`src/rtl/ram_access_ctrl_pkg.sv`:
```
// Shared definitions for the RAM access controller: request op-codes,
// RAM pin levels and controller states.
package ram_access_ctrl_pkg;

  typedef enum logic [1:0] {
    OP_READ  = 2'b00,
    OP_WRITE = 2'b01,
    OP_FILL  = 2'b10,
    OP_RSVD  = 2'b11
  } op_e;

  // rw pin levels, shared with the RAM word definitions
  localparam logic RW_WRITE = 1'b1;
  localparam logic RW_READ  = 1'b0;

  typedef enum logic [1:0] {
    IDLE,
    ACCESS,
    FILL,
    RESP
  } state_e;

endpackage

```
`src/rtl/ram_access_ctrl_if.sv`:
```
// Request/response channels between the CPU datapath and the RAM access controller.
interface ram_access_ctrl_if #(
  parameter int AW = 2,
  parameter int DW = 4
) ();

  logic          req_valid;
  logic          req_ready;
  logic [1:0]    req_op;
  logic [AW-1:0] req_addr;
  logic [DW-1:0] req_wdata;
  logic          rsp_valid;
  logic          rsp_ready;
  logic [DW-1:0] rsp_rdata;
  logic          rsp_err;

  modport master (
    output req_valid, req_op, req_addr, req_wdata, rsp_ready,
    input  req_ready, rsp_valid, rsp_rdata, rsp_err
  );

  modport slave (
    input  req_valid, req_op, req_addr, req_wdata, rsp_ready,
    output req_ready, rsp_valid, rsp_rdata, rsp_err
  );

endinterface

```
`src/rtl/ram_access_ctrl_cs_decode.sv`:
```
// Index to one-hot chip-select decoder; all zeros when disabled or index out of range.
module ram_access_ctrl_cs_decode #(
  parameter int WORDS = 4,
  parameter int AW    = 2
) (
  input  logic             en,
  input  logic [AW-1:0]    idx,
  output logic [WORDS-1:0] onehot
);

  always_comb begin
    onehot = '0;
    for (int unsigned i = 0; i < WORDS; i++) begin
      if (en && (idx == AW'(i))) onehot[i] = 1'b1;
    end
  end

endmodule

```
`src/rtl/ram_access_ctrl.sv`:
```
// Sequences word-level read/write/fill requests onto 1x4 RAM word pins
// (one-hot cs, rw, data in, shared read bus) and returns a response.
module ram_access_ctrl
  import ram_access_ctrl_pkg::*;
#(
  parameter int WORDS = 4,
  parameter int AW    = 2,
  parameter int DW    = 4
) (
  input  logic             clk,
  input  logic             clr,
  ram_access_ctrl_if.slave bus,
  output logic [WORDS-1:0] mem_cs,
  output logic             mem_rw,
  output logic [DW-1:0]    mem_wdata,
  input  logic [DW-1:0]    mem_rdata
);

  localparam logic [AW-1:0] LAST = AW'(WORDS - 1);

  state_e        state;
  logic [AW-1:0] cnt;
  logic          rsp_valid;
  logic [DW-1:0] rsp_rdata;
  logic          rsp_err;

  op_e           op;
  logic [AW-1:0] req_addr;
  logic          bad_req;
  logic          dec_en;
  logic [AW-1:0] dec_idx;
  logic [WORDS-1:0] cs_next;

  assign op        = op_e'(bus.req_op);
  assign req_addr  = bus.req_addr;
  assign bad_req   = (op == OP_RSVD) || ((op != OP_FILL) && (int'(req_addr) >= WORDS));

  assign bus.req_ready = (state == IDLE);
  assign bus.rsp_valid = rsp_valid;
  assign bus.rsp_rdata = rsp_rdata;
  assign bus.rsp_err   = rsp_err;

  // Chip select for the next cycle is decoded here and registered below,
  // so mem_cs is glitch-free and clears asynchronously with clr.
  always_comb begin
    dec_en  = 1'b0;
    dec_idx = '0;
    unique case (state)
      IDLE: begin
        if (bus.req_valid && !bad_req) begin
          dec_en  = 1'b1;
          dec_idx = (op == OP_FILL) ? '0 : req_addr;
        end
      end
      FILL: begin
        if (cnt != LAST) begin
          dec_en  = 1'b1;
          dec_idx = cnt + 1'b1;
        end
      end
      default: ;
    endcase
  end

  ram_access_ctrl_cs_decode #(
    .WORDS (WORDS),
    .AW    (AW)
  ) u_cs_decode (
    .en     (dec_en),
    .idx    (dec_idx),
    .onehot (cs_next)
  );

  always_ff @(posedge clk or posedge clr) begin
    if (clr) begin
      state     <= IDLE;
      cnt       <= '0;
      mem_cs    <= '0;
      mem_rw    <= RW_READ;
      mem_wdata <= '0;
      rsp_valid <= 1'b0;
      rsp_rdata <= '0;
      rsp_err   <= 1'b0;
    end else begin
      mem_cs <= cs_next;
      unique case (state)
        IDLE: begin
          if (bus.req_valid) begin
            mem_wdata <= bus.req_wdata;
            if (bad_req) begin
              rsp_valid <= 1'b1;
              rsp_err   <= 1'b1;
              rsp_rdata <= '0;
              state     <= RESP;
            end else if (op == OP_FILL) begin
              cnt    <= '0;
              mem_rw <= RW_WRITE;
              state  <= FILL;
            end else begin
              mem_rw <= (op == OP_WRITE) ? RW_WRITE : RW_READ;
              state  <= ACCESS;
            end
          end
        end
        ACCESS: begin
          rsp_rdata <= (mem_rw == RW_READ) ? mem_rdata : '0;
          rsp_err   <= 1'b0;
          rsp_valid <= 1'b1;
          mem_rw    <= RW_READ;
          state     <= RESP;
        end
        FILL: begin
          if (cnt == LAST) begin
            mem_rw    <= RW_READ;
            rsp_rdata <= '0;
            rsp_err   <= 1'b0;
            rsp_valid <= 1'b1;
            state     <= RESP;
          end else begin
            cnt <= cnt + 1'b1;
          end
        end
        RESP: begin
          if (bus.rsp_ready) begin
            rsp_valid <= 1'b0;
            state     <= IDLE;
          end
        end
      endcase
    end
  end

endmodule

```
`src/flat_wrapper.sv`:
```
// flat-port wrapper written by rule: the top's interface ports become plain ports
module ram_access_ctrl_flat import ram_access_ctrl_pkg::*;
#(
  parameter int WORDS = 4,
  parameter int AW    = 2,
  parameter int DW    = 4
)
  (clk, clr, mem_cs, mem_rw, mem_wdata, mem_rdata, bus_req_valid, bus_req_op, bus_req_addr, bus_req_wdata, bus_rsp_ready, bus_req_ready, bus_rsp_valid, bus_rsp_rdata, bus_rsp_err);
  ram_access_ctrl_if #(.AW(AW), .DW(DW)) bus_i ();
  input  logic clk;
  input  logic clr;
  output logic [WORDS-1:0] mem_cs;
  output logic mem_rw;
  output logic [DW-1:0] mem_wdata;
  input  logic [DW-1:0] mem_rdata;
  input wire logic [$bits(bus_i.req_valid)-1:0] bus_req_valid;
  input wire logic [$bits(bus_i.req_op)-1:0] bus_req_op;
  input wire logic [$bits(bus_i.req_addr)-1:0] bus_req_addr;
  input wire logic [$bits(bus_i.req_wdata)-1:0] bus_req_wdata;
  input wire logic [$bits(bus_i.rsp_ready)-1:0] bus_rsp_ready;
  output wire logic [$bits(bus_i.req_ready)-1:0] bus_req_ready;
  output wire logic [$bits(bus_i.rsp_valid)-1:0] bus_rsp_valid;
  output wire logic [$bits(bus_i.rsp_rdata)-1:0] bus_rsp_rdata;
  output wire logic [$bits(bus_i.rsp_err)-1:0] bus_rsp_err;
  assign bus_i.req_valid = bus_req_valid;
  assign bus_i.req_op = bus_req_op;
  assign bus_i.req_addr = bus_req_addr;
  assign bus_i.req_wdata = bus_req_wdata;
  assign bus_i.rsp_ready = bus_rsp_ready;
  assign bus_req_ready = bus_i.req_ready;
  assign bus_rsp_valid = bus_i.rsp_valid;
  assign bus_rsp_rdata = bus_i.rsp_rdata;
  assign bus_rsp_err = bus_i.rsp_err;
  ram_access_ctrl #(.WORDS(WORDS), .AW(AW), .DW(DW)) u_core (.clk(clk), .clr(clr), .bus(bus_i), .mem_cs(mem_cs), .mem_rw(mem_rw), .mem_wdata(mem_wdata), .mem_rdata(mem_rdata));
endmodule
```
`config.mk`:
```
export PLATFORM = sky130hd
export DESIGN_NAME = ram_access_ctrl_flat
export DESIGN_NICKNAME = d
export VERILOG_FILES = /design/src/rtl/ram_access_ctrl_pkg.sv /design/src/rtl/ram_access_ctrl_if.sv /design/src/rtl/ram_access_ctrl_cs_decode.sv /design/src/rtl/ram_access_ctrl.sv /design/src/flat_wrapper.sv
export SDC_FILE = /design/constraint.sdc
export NUM_CORES = 1
export LEC_CHECK = 0
export CAP_MARGIN = 10
export CORE_MARGIN = 2
export CORE_UTILIZATION = 46
export DETAILED_ROUTE_END_ITERATION = 16
export GPL_TIMING_DRIVEN = 0
export PLACE_DENSITY = 0.84
export REMOVE_ABC_BUFFERS = 1
export SETUP_SLACK_MARGIN = 0.02
export SYNTH_ARGS = -nofsm -noshare
export SYNTH_HDL_FRONTEND = slang
export SYNTH_SLANG_ARGS = --single-unit
```
`constraint.sdc`:
```
create_clock -name clk -period 2.05 [get_ports clk]
set_input_delay 0.3075 -clock clk [delete_from_list [all_inputs] [get_ports clk]]
set_output_delay 0.3075 -clock clk [all_outputs]
set_load 0.02 [all_outputs]
```
==> qor.txt <==
Tmin final -> 1.855 ns
Simple-gate share of the synthesized area -> 18.08%
Pins Over Slew Limit -> 0
Clock network fraction of total power -> 8.5%
Largest net degree at the start of global routing -> 20
Status -> completed
Vias in the first global route -> 895
Comb pwr share -> 61.5%
Cell depth of the worst flop-to-flop path -> 5
Average vias per placed instance -> 5.214
Critical-path maximum fanout -> 15
Clock Pin Slew Worst Setup and Hold Paths -> 0.10 ns
Core ar. -> 0.002212 mm^2
Final period util -> 90.48%
Final setup skew -> 0.004257 ns
Crit. End Element -> primary output
Htree depth -> 1
Synth cell types -> 30
R2R Setup Slk -> 0.24 ns
Global-route wire length before repair -> 3.560 mm
Sequential area share after synthesis -> 44.60%
Pwr Total -> 2174 uW
Placed Area -> 0.001395 mm^2
CP Data Arrival Time -> 1.55 ns
Initial detailed-routing violation count -> 3
Compound-Gate Fraction of Synth Area -> 10.21%
Cell Chain, Critical Path -> inv_1 > ha_2 > dlygate4sd2_1
FF-to-FF Start -> u_core.state[0]$_DFFE_PP0P_
Multiplexer area fraction after synthesis -> 13.03%
Worst vdd ir -> 922.5 uV
Final Cell Area -> 0.001423 mm^2
DRC violations left -> 0
Top cell family by delay on the critical path -> buffers and inverters
Total Routed Length -> 2.045 mm
Drt pass-1 iters -> 3
Post-Syn Area per Cell -> 10.88 um^2
Max Root-Sink Buffers -> 2
Std-Cell Rows -> 17
Async SR Flop Fraction -> 100.0%
Post-cts hold buffer count -> 0
Reg2reg end -> u_core.mem_rw$_DFFE_PP0P_
Rel. slew slack -> 54.26%
Fmax -> 0.5391 GHz
Placer Congestion -> 0.8258
Crit path to -> bus_req_ready
Main combinational cell family by area after synthesis -> simple AND/OR/NAND/NOR gates
CTS Buf Count -> 3
IO Port Bufs -> 31
Seq pwr share -> 30.0%
Die X -> 52.14 um
Worst setup path start -> u_core.state[1]$_DFFE_PP0P_
DIE AREA -> 0.002719 mm^2
Slew @ Worst Pin -> 0.6854 ns
Post-synth EDFFs -> 0
Net Switching -> 877.2 uW
Post-Synth XOR/XNOR Area -> 0%
CTS tree -> yes
Clock Sinks -> 19
Pint -> 1297 uW
Setup Viol. Count Final -> 0
Later-pin clock latency in the skew report -> 0.29 ns
WL per Instance -> 12.86 um
WP depth -> 3
# IOs -> 32
Warnings from Yosys -> 0
Commonest non-fill, non-tap cell in the layout -> clkdlybuf4s50_1
Commonest cells after routing, fill and taps aside -> clkdlybuf4s50_1, dfrtp_1, nand2_1, inv_1
GRT overflow -> 0
Post-DP HPWL -> 1.590 mm
Initial antenna violation count -> 0
Kind of critical path -> register to primary output
Post-layout net count -> 156
Synthesized cell area -> 0.001066 mm^2
Synthesized instance count -> 98
LEAKAGE -> 0.0006309 uW
Vias -> 829
Req. time, crit path -> 1.74 ns
Critical path's slowest cell -> dfrtp_1
Initial core utilization -> 48.19%
Yosys reg bits -> 19
Worst hold path class -> input pin to asynchronous set/reset pin
Antenna-violating nets left -> 0
Layout cell share with drive strength beyond 1 -> 11.45%
Area grow syn2layout -> 33.45%
Max Cap Viol -> 0
WP buf/inv -> 2
CP Launch Type -> register
Sw frac -> 40.34%
Post-synth top flop -> dfrtp_1
Die height -> 52.14 um
Total track usage -> 17.63%
RSZ-0062 raised after global routing -> false
Clk root buf -> clkbuf_4
Adder-Cell Fraction of Synth Area -> 9.390%
CP peak stage delay -> 0.43 ns
Ant diodes -> 0
Hold Fails Final Rpt -> 0
Setup TNS -> 0 ns
Power Density -> 1528 mW/mm^2
cell families after synthesis:
group / after synthesis
AND/OR/NAND/NOR: 34
flip-flops: 19
adder cells (fa/ha/maj): 8
AO/OA/AOI/OAI: 13
multiplexers: 13
buffers and inverters: 11
worst register-to-register path, delay by kind of cell (launching register included):
| family | cells | cell delay (ns) |
|---|---|---|
| adders and majority gates | 1 | 0.31 |
| AOI/OAI and AO/OA | 1 | 0.30 |
| DFF | 1 | 0.41 |
| and+or+nand+nor | 1 | 0.24 |
| muxes | 1 | 0.37 |
| buffers and inverters | 1 | 0.08 |
registers in the layout, summed over array words and instances (netlist names):
register / cells
u_core.bus.rsp_rdata: 4
u_core.mem_cs: 4
u_core.mem_wdata: 4
u_core.cnt: 2
u_core.state: 2
u_core.bus.rsp_err: 1
u_core.bus.rsp_valid: 1
u_core.mem_rw: 1
cell type report:
| class | instances | area, um^2 |
|---|---|---|
| Clock buffer | 4 | 26.28 |
| Fill cell | 200 | 789.5 |
| Inverter | 9 | 33.78 |
| Multi-Input combinational cell | 68 | 543.0 |
| Sequential cell | 19 | 475.5 |
| Tap cell | 28 | 35.03 |
| Timing Repair Buffer | 31 | 309.0 |
Yosys cell counts (2+ instances only):
library cell	number	area (um^2)
nand2_1	9	33.78
nor3_1	2	10.01
nand2b_1	3	18.77
nand3_1	3	15.01
mux2_2	7	78.83
nor2b_1	4	25.02
a21oi_1	3	15.01
inv_1	9	33.78
dfrtp_1	19	475.5
nor2_1	5	18.77
a22o_1	2	17.52
a211oi_1	2	15.01
ha_1	8	100.1
mux2i_1	6	60.06
through the flow:
stage          util, %  hold WS [ns]  instances  setup slack, ns
6_report         64.31        0.4081        159           0.1951
5_1_grt          64.31        0.4704        159          0.05406
4_1_cts          64.31        0.4373        159           0.1805
3_5_place_dp     63.07        0.4946        155          0.02304
3_3_place_gp     63.07        0.4851        155          0.07024
2_1_floorplan        -        0.2586         96           0.3592
timing repair:
item                                    4_1_cts  5_1_grt
buffers inserted                              0        0
hold endpoints to repair                      0        0
gates resized for setup                       2        0
endpoints found under the setup margin        1        0
how the worst min path moves through the flow:
| stage | end | from | depth (start not counted) | slack [ns] |
|---|---|---|---|---|
| after floorplan | u_core.bus.rsp_err$_DFFE_PP0P_ | clr | 1 | 0.26 |
| after global placement | u_core.mem_wdata[0]$_DFFE_PP0P_ | u_core.mem_wdata[0]$_DFFE_PP0P_ | 1 | 0.49 |
| after detailed placement | u_core.mem_wdata[3]$_DFFE_PP0P_ | u_core.mem_wdata[3]$_DFFE_PP0P_ | 1 | 0.49 |
| after CTS | u_core.bus.rsp_rdata[2]$_DFFE_PP0P_ | clr | 2 | 0.44 |
| after global routing | u_core.mem_wdata[0]$_DFFE_PP0P_ | clr | 2 | 0.47 |
| final | u_core.bus.rsp_rdata[2]$_DFFE_PP0P_ | clr | 2 | 0.41 |
power by group through the flow:
stage                     sequential, uW  combinational (uW)  clock (uW)
after global placement               651                1300           0
after CTS                            653                1350         192
after global routing                 673                1460         216
after detailed placement             662                1340           0
final                                653                1340         185
after floorplan                      816                 721           0
routing by layer:
| metal | GRT usage, % | part of all wire, % | vias to the layer above |
|---|---|---|---|
| li1 | - | - | 406 |
| met1 | 20.29 | 43 | 399 |
| met2 | 31.43 | 53 | 20 |
| met3 | 2.874 | 3.5 | 4 |
| met4 | 8.547 | 1.3 | 0 |
| met5 | 0 | 0 | - |
No activity file was read; power rests on OpenSTA's default activity.
